### src/rtl/game_round_ctrl.sv
// Round sequencer for the reaction game: button conditioning, round control, verdict latch, score.
// Optional build macro GAME_AUTO_RESTART_EN: HOLD ends by itself instead of waiting for a press.
module game_round_ctrl #(
  parameter int DEBOUNCE_CYCLES = 4,
  parameter int RESULT_TIMEOUT  = 8,
  parameter int HOLD_CYCLES     = 16,
  parameter int SCORE_W         = 4,
  parameter int MAX_SCORE       = 9
) (
  input  logic               Clock,
  input  logic               Reset,
  input  logic               Button,
  input  logic               Win,
  input  logic               Lose,
  output logic               Stop,
  output logic               RoundReset,
  output logic               WinLed,
  output logic               LoseLed,
  output logic [SCORE_W-1:0] Score,
  output logic [SCORE_W-1:0] Misses,
  output logic               GameOver
);
  localparam int TMAX  = (RESULT_TIMEOUT > HOLD_CYCLES) ? RESULT_TIMEOUT : HOLD_CYCLES;
  localparam int TMR_W = $clog2(TMAX + 2);
  localparam int DB_W  = $clog2(DEBOUNCE_CYCLES + 1);

  localparam logic [TMR_W-1:0]   TMR_SAT   = '1;
  localparam logic [TMR_W-1:0]   TO_LAST   = TMR_W'(RESULT_TIMEOUT - 1);
  localparam logic [DB_W-1:0]    DB_LAST   = DB_W'(DEBOUNCE_CYCLES - 1);
  localparam logic [SCORE_W-1:0] SCORE_MAX = SCORE_W'(MAX_SCORE);
  localparam logic [SCORE_W-1:0] MISS_MAX  = '1;

  typedef enum logic [2:0] {NEWROUND, RUN, STOP, HOLD, OVER} state_t;

  state_t             state, state_nxt;
  logic               sync_p0, sync_p1, btn_lvl;
  logic [DB_W-1:0]    db_cnt;
  logic               db_flip, press;
  logic [TMR_W-1:0]   timer;
  logic               win_led, lose_led;
  logic               win_hit, loss_hit, hold_exit;

  // Synchronizer and debouncer: press fires on the same edge the level rises
  assign db_flip = (sync_p1 != btn_lvl) && (db_cnt == DB_LAST);
  assign press   = db_flip && sync_p1;

  always_ff @(posedge Clock) begin
    if (Reset) begin
      sync_p0 <= 1'b0;
      sync_p1 <= 1'b0;
      btn_lvl <= 1'b0;
      db_cnt  <= '0;
    end else begin
      sync_p0 <= Button;
      sync_p1 <= sync_p0;
      if (sync_p1 == btn_lvl) begin
        db_cnt <= '0;
      end else if (db_flip) begin
        btn_lvl <= sync_p1;
        db_cnt  <= '0;
      end else begin
        db_cnt <= db_cnt + 1'b1;
      end
    end
  end

  assign win_hit  = Win && !Lose;
  assign loss_hit = Lose || (timer == TO_LAST);

`ifdef GAME_AUTO_RESTART_EN
  localparam logic [TMR_W-1:0] HOLD_LAST = TMR_W'(HOLD_CYCLES - 1);
  assign hold_exit = (timer == HOLD_LAST);
`else
  localparam logic [TMR_W-1:0] HOLD_MIN = TMR_W'(HOLD_CYCLES);
  assign hold_exit = (timer >= HOLD_MIN) && press;
`endif

  always_ff @(posedge Clock) begin
    if (Reset) state <= NEWROUND;
    else       state <= state_nxt;
  end

  always_comb begin
    state_nxt = state;
    case (state)
      NEWROUND: state_nxt = RUN;
      RUN:      if (press) state_nxt = STOP;
      STOP:     if (win_hit || loss_hit) state_nxt = HOLD;
      HOLD:     if (hold_exit) state_nxt = (Score == SCORE_MAX) ? OVER : NEWROUND;
      OVER:     state_nxt = OVER;
      default:  state_nxt = NEWROUND;
    endcase
  end

  // Timer restarts on every state change; verdict and counters update only from STOP
  always_ff @(posedge Clock) begin
    if (Reset) begin
      timer    <= '0;
      win_led  <= 1'b0;
      lose_led <= 1'b0;
      Score    <= '0;
      Misses   <= '0;
    end else begin
      if (state_nxt != state)  timer <= '0;
      else if (timer != TMR_SAT) timer <= timer + 1'b1;
      if (state == STOP) begin
        if (win_hit) begin
          win_led <= 1'b1;
          if (Score != SCORE_MAX) Score <= Score + 1'b1;
        end else if (loss_hit) begin
          lose_led <= 1'b1;
          if (Misses != MISS_MAX) Misses <= Misses + 1'b1;
        end
      end
      if (state == HOLD && state_nxt == NEWROUND) begin
        win_led  <= 1'b0;
        lose_led <= 1'b0;
      end
    end
  end

  always_comb begin
    Stop       = 1'b0;
    RoundReset = 1'b0;
    GameOver   = 1'b0;
    WinLed     = win_led;
    LoseLed    = lose_led;
    case (state)
      NEWROUND: RoundReset = !Reset;
      STOP, HOLD: Stop = 1'b1;
      OVER: begin
        Stop     = 1'b1;
        GameOver = 1'b1;
        WinLed   = 1'b1;
      end
      default: ;
    endcase
  end

endmodule

### config.mk
export PLATFORM = sky130hd
export DESIGN_NAME = game_round_ctrl
export DESIGN_NICKNAME = d
export VERILOG_FILES = /design/src/rtl/game_round_ctrl.sv
export SDC_FILE = /design/constraint.sdc
export NUM_CORES = 1
export LEC_CHECK = 0
export CAP_MARGIN = 20
export CORE_ASPECT_RATIO = 1.1
export CORE_UTILIZATION = 50
export CTS_BUF_LIST = sky130_fd_sc_hd__clkbuf_2
export DETAILED_ROUTE_END_ITERATION = 8
export PLACE_DENSITY = 0.74
export SKIP_LAST_GASP = 1
export SYNTH_ARGS = -nofsm -noshare
export SYNTH_HDL_FRONTEND = slang
export SYNTH_SLANG_ARGS = --single-unit
### constraint.sdc
create_clock -name Clock -period 3.8 [get_ports Clock]
set_input_delay 0.38 -clock Clock [delete_from_list [all_inputs] [get_ports Clock]]
set_output_delay 0.38 -clock Clock [all_outputs]
set_load 0.03 [all_outputs]
==> results.py, run 1 <==
metrics = {
    "run_status": {
        "status": "finished, final reports clean",
    },
    "power_and_ir_drop": {
        "switching_share_pct": 23.2,
        "p_int_uw": 286,
        "ir_drop_v": 0.000178,
        "power_frac_clock_pct": 25.0,
        "powerDensity_nw_per_um2": 273,
        "p_total_uw": 373,
        "p_leak_uw": 0.000538,
        "combPwrFrac_pct": 5.8,
        "p_switching_uw": 86.5,
        "p_seq_share_pct": 69.2,
    },
    "sta": {
        "worstMarginPinSlew_ps": 416,
        "fmax_mhz": 436,
        "rsz0062_at_grt": "false",
        "slew_headroom_pct": 72.3,
        "final-setup-viol-count": 0,
        "drv_slew": 0,
        "fin_skew_ps": 4.91,
        "fin_crit_ps": 2290,
        "fin_hold_ws_ps": 451,
        "hold_violations": 0,
        "period_share_pct": 60.3,
        "setup_tns_ps": 0,
    },
    "final_layout": {
        "fin_nets": 155,
        "fin_cells": 168,
        "layout-drive-gt1-share_pct": 6.43,
        "antenna_cells": 0,
        "stdcell_area_um2": 1370,
        "area_growth_pct": 18.8,
    },
    "drt": {
        "wire_per_inst_um": 11.8,
        "route.detailed.drc": 0,
        "wirelength_mm": 1.98,
        "via_per_inst": 5.20,
        "drtIter0Drc": 8,
        "ant_nets": 0,
        "drtPass1Iterations": 2,
        "num_vias": 873,
    },
    "placed_design": {
        "io_buffers": 17,
        "dp_hpwl_mm": 1.48,
        "dp_cells": 165,
        "place_area_um2": 1350,
        "finalWeightedCongestion": 0.727,
    },
    "setup_path": {
        "crit_arrival_ps": 1910,
        "critPathRequiredTime_ps": 3420,
        "worstSetupPathType": "input pin to output port",
        "worstSetupEndpointType": "output port",
        "cp-start-kind": "input pin",
        "reg2regPathDepth": 6,
        "cp_max_fo": 21,
    },
    "logic_synthesis": {
        "synthTopCellsByArea": "dfxtp_1 (42%), ha_1 (8.7%), xor2_1 (4.6%)",
        "ys_types": 34,
        "syn-mean-instance-area_um2": 9.41,
        "synth_edf_count": 0,
        "yosysTopAreaCell": "dfxtp_1",
        "netlist_area_um2": 1150,
        "ys_ff_latch": 24,
        "async_flop_share_pct": 0,
        "synth_ff_type": "dfxtp_1",
        "yosysSeqAreaShare_pct": 41.8,
        "synth_top_area_share_pct": 41.8,
        "synth_nets": 135,
        "netlist_instances": 122,
        "yosys_warnings": 0,
    },
    "cts": {
        "clock_tree.root_cell": "clkbuf_2",
        "cts_hold_buf": 0,
        "cts.htree.levels": 1,
        "cts_buffer_depth": 2,
        "post_cts.repair.setup_buffers": 0,
        "cts.clk_slew.worst_paths_ps": 200,
        "insertion_delay_ps": 330,
        "cts_tree": "built",
        "numCtsBuffers": 3,
        "clock_sinks": 24,
        "cts.repair.resized": 0,
    },
    "grt": {
        "grt-ovfl-total": 0,
        "grt_pass1_vias": 844,
        "grt_pass1_wl_mm": 3.43,
        "grt_antenna_before_repair": 0,
        "grt_max_degree": 22,
        "track_usage_pct": 19.1,
    },
    "floorplan": {
        "ios": 18,
        "num_rows": 17,
        "die_area_um2": 2490,
        "initial_core_util_pct": 55.1,
        "die_h_um": 52.3,
        "core_area_um2": 2080,
        "die_width_um": 47.7,
    },
    "run": {
        "cap_viol_max_count": 0,
    },
    "worst_hold_path": {
        "whs_path_depth": 1,
        "hold_path.class": "flop to flop",
    },
}
-- synth_stat cells (all sizes together), types with 3 or more instances --
library cell	n
a21oi	6
clkbuf	3
dfxtp	24
ha	8
inv	8
mux2i	4
nand2	5
nand3	3
nor2	13
nor2b	6
nor3	5
o21ai	4
xor2	6
-- sequential cells by signal, summed over array words and instances (netlist names), 3 cells and up --
| register | count |
|---|---|
| timer | 5 |
| Misses | 4 |
| Score | 4 |
| db_cnt | 3 |
| state | 3 |
-- worst paths after layout --
| check | startpoint | endpoint | slack, ps |
|---|---|---|---|
| setup / recovery | Reset | RoundReset | 1510 |
| hold / removal | db_cnt[0]$_SDFF_PP0_ | db_cnt[0]$_SDFF_PP0_ | 450 |
| setup reg to reg | db_cnt[0]$_SDFF_PP0_ | timer[0]$_SDFFE_PP0P_ | 2090 |
| hold reg to reg | db_cnt[0]$_SDFF_PP0_ | db_cnt[0]$_SDFF_PP0_ | 450 |
-- cell type report --
type	instances	area (µm²)
tap	28	35.0
fill	198	719
clock buffer	3	15.0
sequential	24	480
inverter	8	30.0
multi-input combinational	87	627
timing repair buffer	18	178
-- metrics by stage --
step / utilization [%] / setup slack [ps]
after detailed placement: 64.8 / 1520
after global placement: 64.8 / 1550
after CTS: 65.5 / 1510
after global routing: 65.5 / 1400
after floorplan: - / 1950
final: 65.5 / 1510
-- cells in the final DEF, fill, tap and decap left out --
cell type,Yosys,final
dfxtp_1,24,24
clkdlybuf4s50_1,0,17
nor2_1,13,13
inv_1,8,8
ha_1,8,8
a21oi_1,6,6
xor2_1,6,6
nor2b_1,6,6
nand2_1,5,5
nor3_1,5,5
o21ai_0,4,4
mux2i_1,4,4
nand3_1,3,3
clkbuf_2,0,3
nand2b_1,2,2
nor4_1,2,2
a31oi_1,2,2
xnor2_1,2,2
nand4_1,2,2
or3_1,2,2
and3_1,1,1
and4b_1,1,1
or2b_1,1,1
and4bb_2,1,1
o41ai_1,1,1
nand4b_1,1,1
nand3b_1,1,1
nor3b_4,1,1
mux2_2,1,1
o211a_1,1,1
a211oi_1,1,1
o2111ai_4,1,1
and3b_2,1,1
and2_1,1,1
o21a_1,1,1
buf_4,0,1
-- routing by layer --
layer	share of wire (%)	wire length, µm	track usage (%)
met3	3.8	76	3.10
met4	1.1	21	8.33
met1	47	924	24.6
met5	0	0	0
met2	48	955	30.6
-- kinds of logic after synthesis --
| kind of cell | synth area share, % |
|---|---|
| adders and majority gates | 8.71 |
| xor gates and xnor gates | 6.10 |
| buffers and inverters | 3.59 |
| and+or+nand+nor | 24.6 |
| AOI/OAI and AO/OA | 10.7 |
| muxes | 4.47 |
| DFF | 41.8 |
-- power groups by stage --
stage | combinational [µW] | sequential, µW | clock, µW
after CTS | 21.9 | 258 | 97.5
final | 21.6 | 258 | 93.1
after floorplan | 12.2 | 262 | 0
after global placement | 20.9 | 263 | 0
after global routing | 24.5 | 259 | 103
after detailed placement | 21.8 | 263 | 0
-- worst max-delay path, stage by stage --
cell and delay, ps:
clkdlybuf4s50_1 400, buf_4 200, nor4_1 210, clkdlybuf4s50_1 720
Power figures use the tool's default switching activity.
==> inputs of run 2 (changes only) <==
--- a/config.mk
+++ b/config.mk
@@ -7,10 +7,10 @@
 export LEC_CHECK = 0
 export CAP_MARGIN = 20
 export CORE_ASPECT_RATIO = 1.1
-export CORE_UTILIZATION = 50
+export CORE_UTILIZATION = 49
 export CTS_BUF_LIST = sky130_fd_sc_hd__clkbuf_2
 export DETAILED_ROUTE_END_ITERATION = 8
-export PLACE_DENSITY = 0.74
+export PLACE_DENSITY = 0.76
 export SKIP_LAST_GASP = 1
 export SYNTH_ARGS = -nofsm -noshare
 export SYNTH_HDL_FRONTEND = slang
==> constraint.sdc (replaced) <==
create_clock -name Clock -period 2 [get_ports Clock]
set_input_delay 0.2 -clock Clock [delete_from_list [all_inputs] [get_ports Clock]]
set_output_delay 0.2 -clock Clock [all_outputs]
set_load 0.03 [all_outputs]
==> run 2 against run 1 <==
  * Final cell count is 3.0% higher
  * Critical endpoint is now Stop
  * Flip-flop and latch count stayed put
  * Sequential share of layout area is 1.2 points lower
==> results.py, run 2 (synthesis gave the netlist of run 1 again) <==
metrics = {
    "run_status": {
        "status": "finished, final reports clean",
    },
    "cts": {
        "cts_buffer_depth": 2,
        "clock_tree.root_cell": "clkbuf_2",
        "clock_sinks": 24,
        "post_cts.repair.setup_buffers": 0,
        "cts_tree": "built",
        "cts_hold_buf": 0,
        "cts.htree.levels": 1,
        "numCtsBuffers": 3,
        "insertion_delay_ps": 350,
        "cts.clk_slew.worst_paths_ps": 230,
    },
    "final_layout": {
        "reg_top3": "timer (5), Misses (4), Score (4)",
        "mostFrequentLayoutCell": "dfxtp_1",
        "stdcell_area_um2": 1420,
        "largest_register_ffs": 5,
        "fin_nets": 157,
        "fin_cells": 173,
        "layout-drive-gt1-share_pct": 9.79,
        "area_growth_pct": 23.2,
        "final_cell_mix": "dfxtp_1 (23), nor2_1 (13), clkdlybuf4s50_1 (13)",
        "antenna_cells": 0,
        "nFillCells": 191,
        "largest_register": "timer",
    },
    "floorplan": {
        "ios": 18,
        "core_area_um2": 2230,
        "die_width_um": 48.2,
        "die_area_um2": 2540,
        "initial_core_util_pct": 51.5,
        "die_h_um": 52.8,
        "num_rows": 18,
    },
    "setup_path": {
        "cp_max_fo": 8,
        "worstSetupEndpointType": "output port",
        "worstSetupPathType": "flop to output port",
        "critPathRequiredTime_ps": 1800,
        "crit_start": "state[1]$_SDFF_PP0_",
        "crit_arrival_ps": 1570,
        "timing.rr.start": "db_cnt[0]$_SDFF_PP0_",
        "cp-start-kind": "flop",
    },
    "grt": {
        "grt_pass1_vias": 831,
        "grt_pass1_wl_mm": 3.45,
        "grt-ovfl-total": 0,
        "grt_antenna_before_repair": 0,
        "grt_max_degree": 15,
        "track_usage_pct": 19.6,
    },
    "drt": {
        "drtIter0Drc": 14,
        "wire_per_inst_um": 12.6,
        "via_per_inst": 5.25,
        "wirelength_mm": 2.18,
        "route.detailed.drc": 0,
        "drtPass1Iterations": 4,
        "ant_nets": 0,
        "num_vias": 908,
    },
    "power_and_ir_drop": {
        "p_leak_uw": 0.000607,
        "ir_drop_v": 0.000538,
        "power_frac_clock_pct": 37.6,
        "combPwrFrac_pct": 5.0,
        "powerDensity_nw_per_um2": 604,
        "p_switching_uw": 179,
        "p_seq_share_pct": 57.4,
        "p_total_uw": 855,
        "switching_share_pct": 20.9,
        "p_int_uw": 677,
    },
    "sta": {
        "worstMarginPinSlew_ps": 400,
        "slew_headroom_pct": 73.3,
        "final-setup-viol-count": 0,
        "fin_hold_ws_ps": 372,
        "setup_tns_ps": 0,
        "fin_crit_ps": 1770,
        "fin_skew_ps": 13.7,
        "period_share_pct": 88.5,
        "hold_violations": 0,
        "drv_slew": 0,
        "rsz0062_at_grt": "false",
        "fmax_mhz": 565,
    },
    "worst_hold_path": {
        "min_from": "Button",
        "hold_path.class": "input pin to flop",
    },
    "run": {
        "cap_viol_max_count": 0,
    },
    "placed_design": {
        "io_buffers": 17,
        "dp_hpwl_mm": 1.64,
        "place_area_um2": 1370,
        "dp_cells": 169,
        "finalWeightedCongestion": 0.743,
    },
}
run 2: cell count changes in the layout (fill, tap and decap cells not counted), sizes merged:
| cell | change |
|---|---|
| dlygate4sd2 | +1 |
| dlymetal6s2s | +2 |
| buf | +3 |
| bufinv | +1 |
| clkdlybuf4s50 | -4 |
run 2: timing repair:
action / CTS / global route
cloned: 0 / 0
setup endpoints to repair: 3 / 2
pin swaps: 0 / 0
gates resized for setup: 2 / 2
run 2: metrics by stage:
step	utilization (%)	worst slack, ps
after floorplan	-	450
after global placement	61.2	284
after detailed placement	61.2	233
after CTS	63.2	23.0
after global routing	63.5	128
final	63.5	229
run 2: final timing paths:
path / endpoint / depth (start not counted) / slack [ps]
setup reg to reg: timer[0]$_SDFFE_PP0P_ / 6 / 280
setup / recovery: Stop / 3 / 230
hold reg to reg: db_cnt[0]$_SDFF_PP0_ / 1 / 450
hold / removal: sync_p0$_SDFF_PP0_ / 2 / 370
run 2: worst max-delay path: stages, from the launching register on:
cell and delay, ps:
dfxtp_1 500, inv_1 110, o21ai_0 210, dlygate4sd2_1 420
run 2: power groups by stage:
stage | Sequential (µW) | Clock (µW) | Combinational, µW
floorplan | 498 | 0 | 23.1
global placement | 499 | 0 | 41.5
detailed placement | 500 | 0 | 42.5
CTS | 491 | 327 | 43.0
global route | 492 | 348 | 46.9
finish | 491 | 322 | 42.7
run 2: cell type report:
class,instances,area [µm²],area share (%)
clock buffers,3,15.0,1.06
inverters,8,30.0,2.12
flip-flops and latches,24,482,34.0
well taps,30,37.5,2.65
multi-input cells,87,627,44.3
clock inverters,1,30.0,2.12
repair buffers,20,194,13.7
run 2: per-layer routing:
layer | part of all wire [%] | track usage [%]
met1 | 45 | 24.1
met2 | 49 | 31.1
met3 | 3.3 | 4.14
met4 | 2.1 | 9.72
met5 | 0 | 0
==> inputs of run 3 (changes only) <==
--- a/config.mk
+++ b/config.mk
@@ -5,10 +5,10 @@
 export SDC_FILE = /design/constraint.sdc
 export NUM_CORES = 1
 export LEC_CHECK = 0
-export CAP_MARGIN = 20
 export CORE_ASPECT_RATIO = 1.1
 export CORE_UTILIZATION = 49
 export CTS_BUF_LIST = sky130_fd_sc_hd__clkbuf_2
+export CTS_CLUSTER_SIZE = 12
 export DETAILED_ROUTE_END_ITERATION = 8
 export PLACE_DENSITY = 0.76
 export SKIP_LAST_GASP = 1
==> results of run 3 <==
Same layout as run 2: the final DEF is identical, and so are final timing and power.
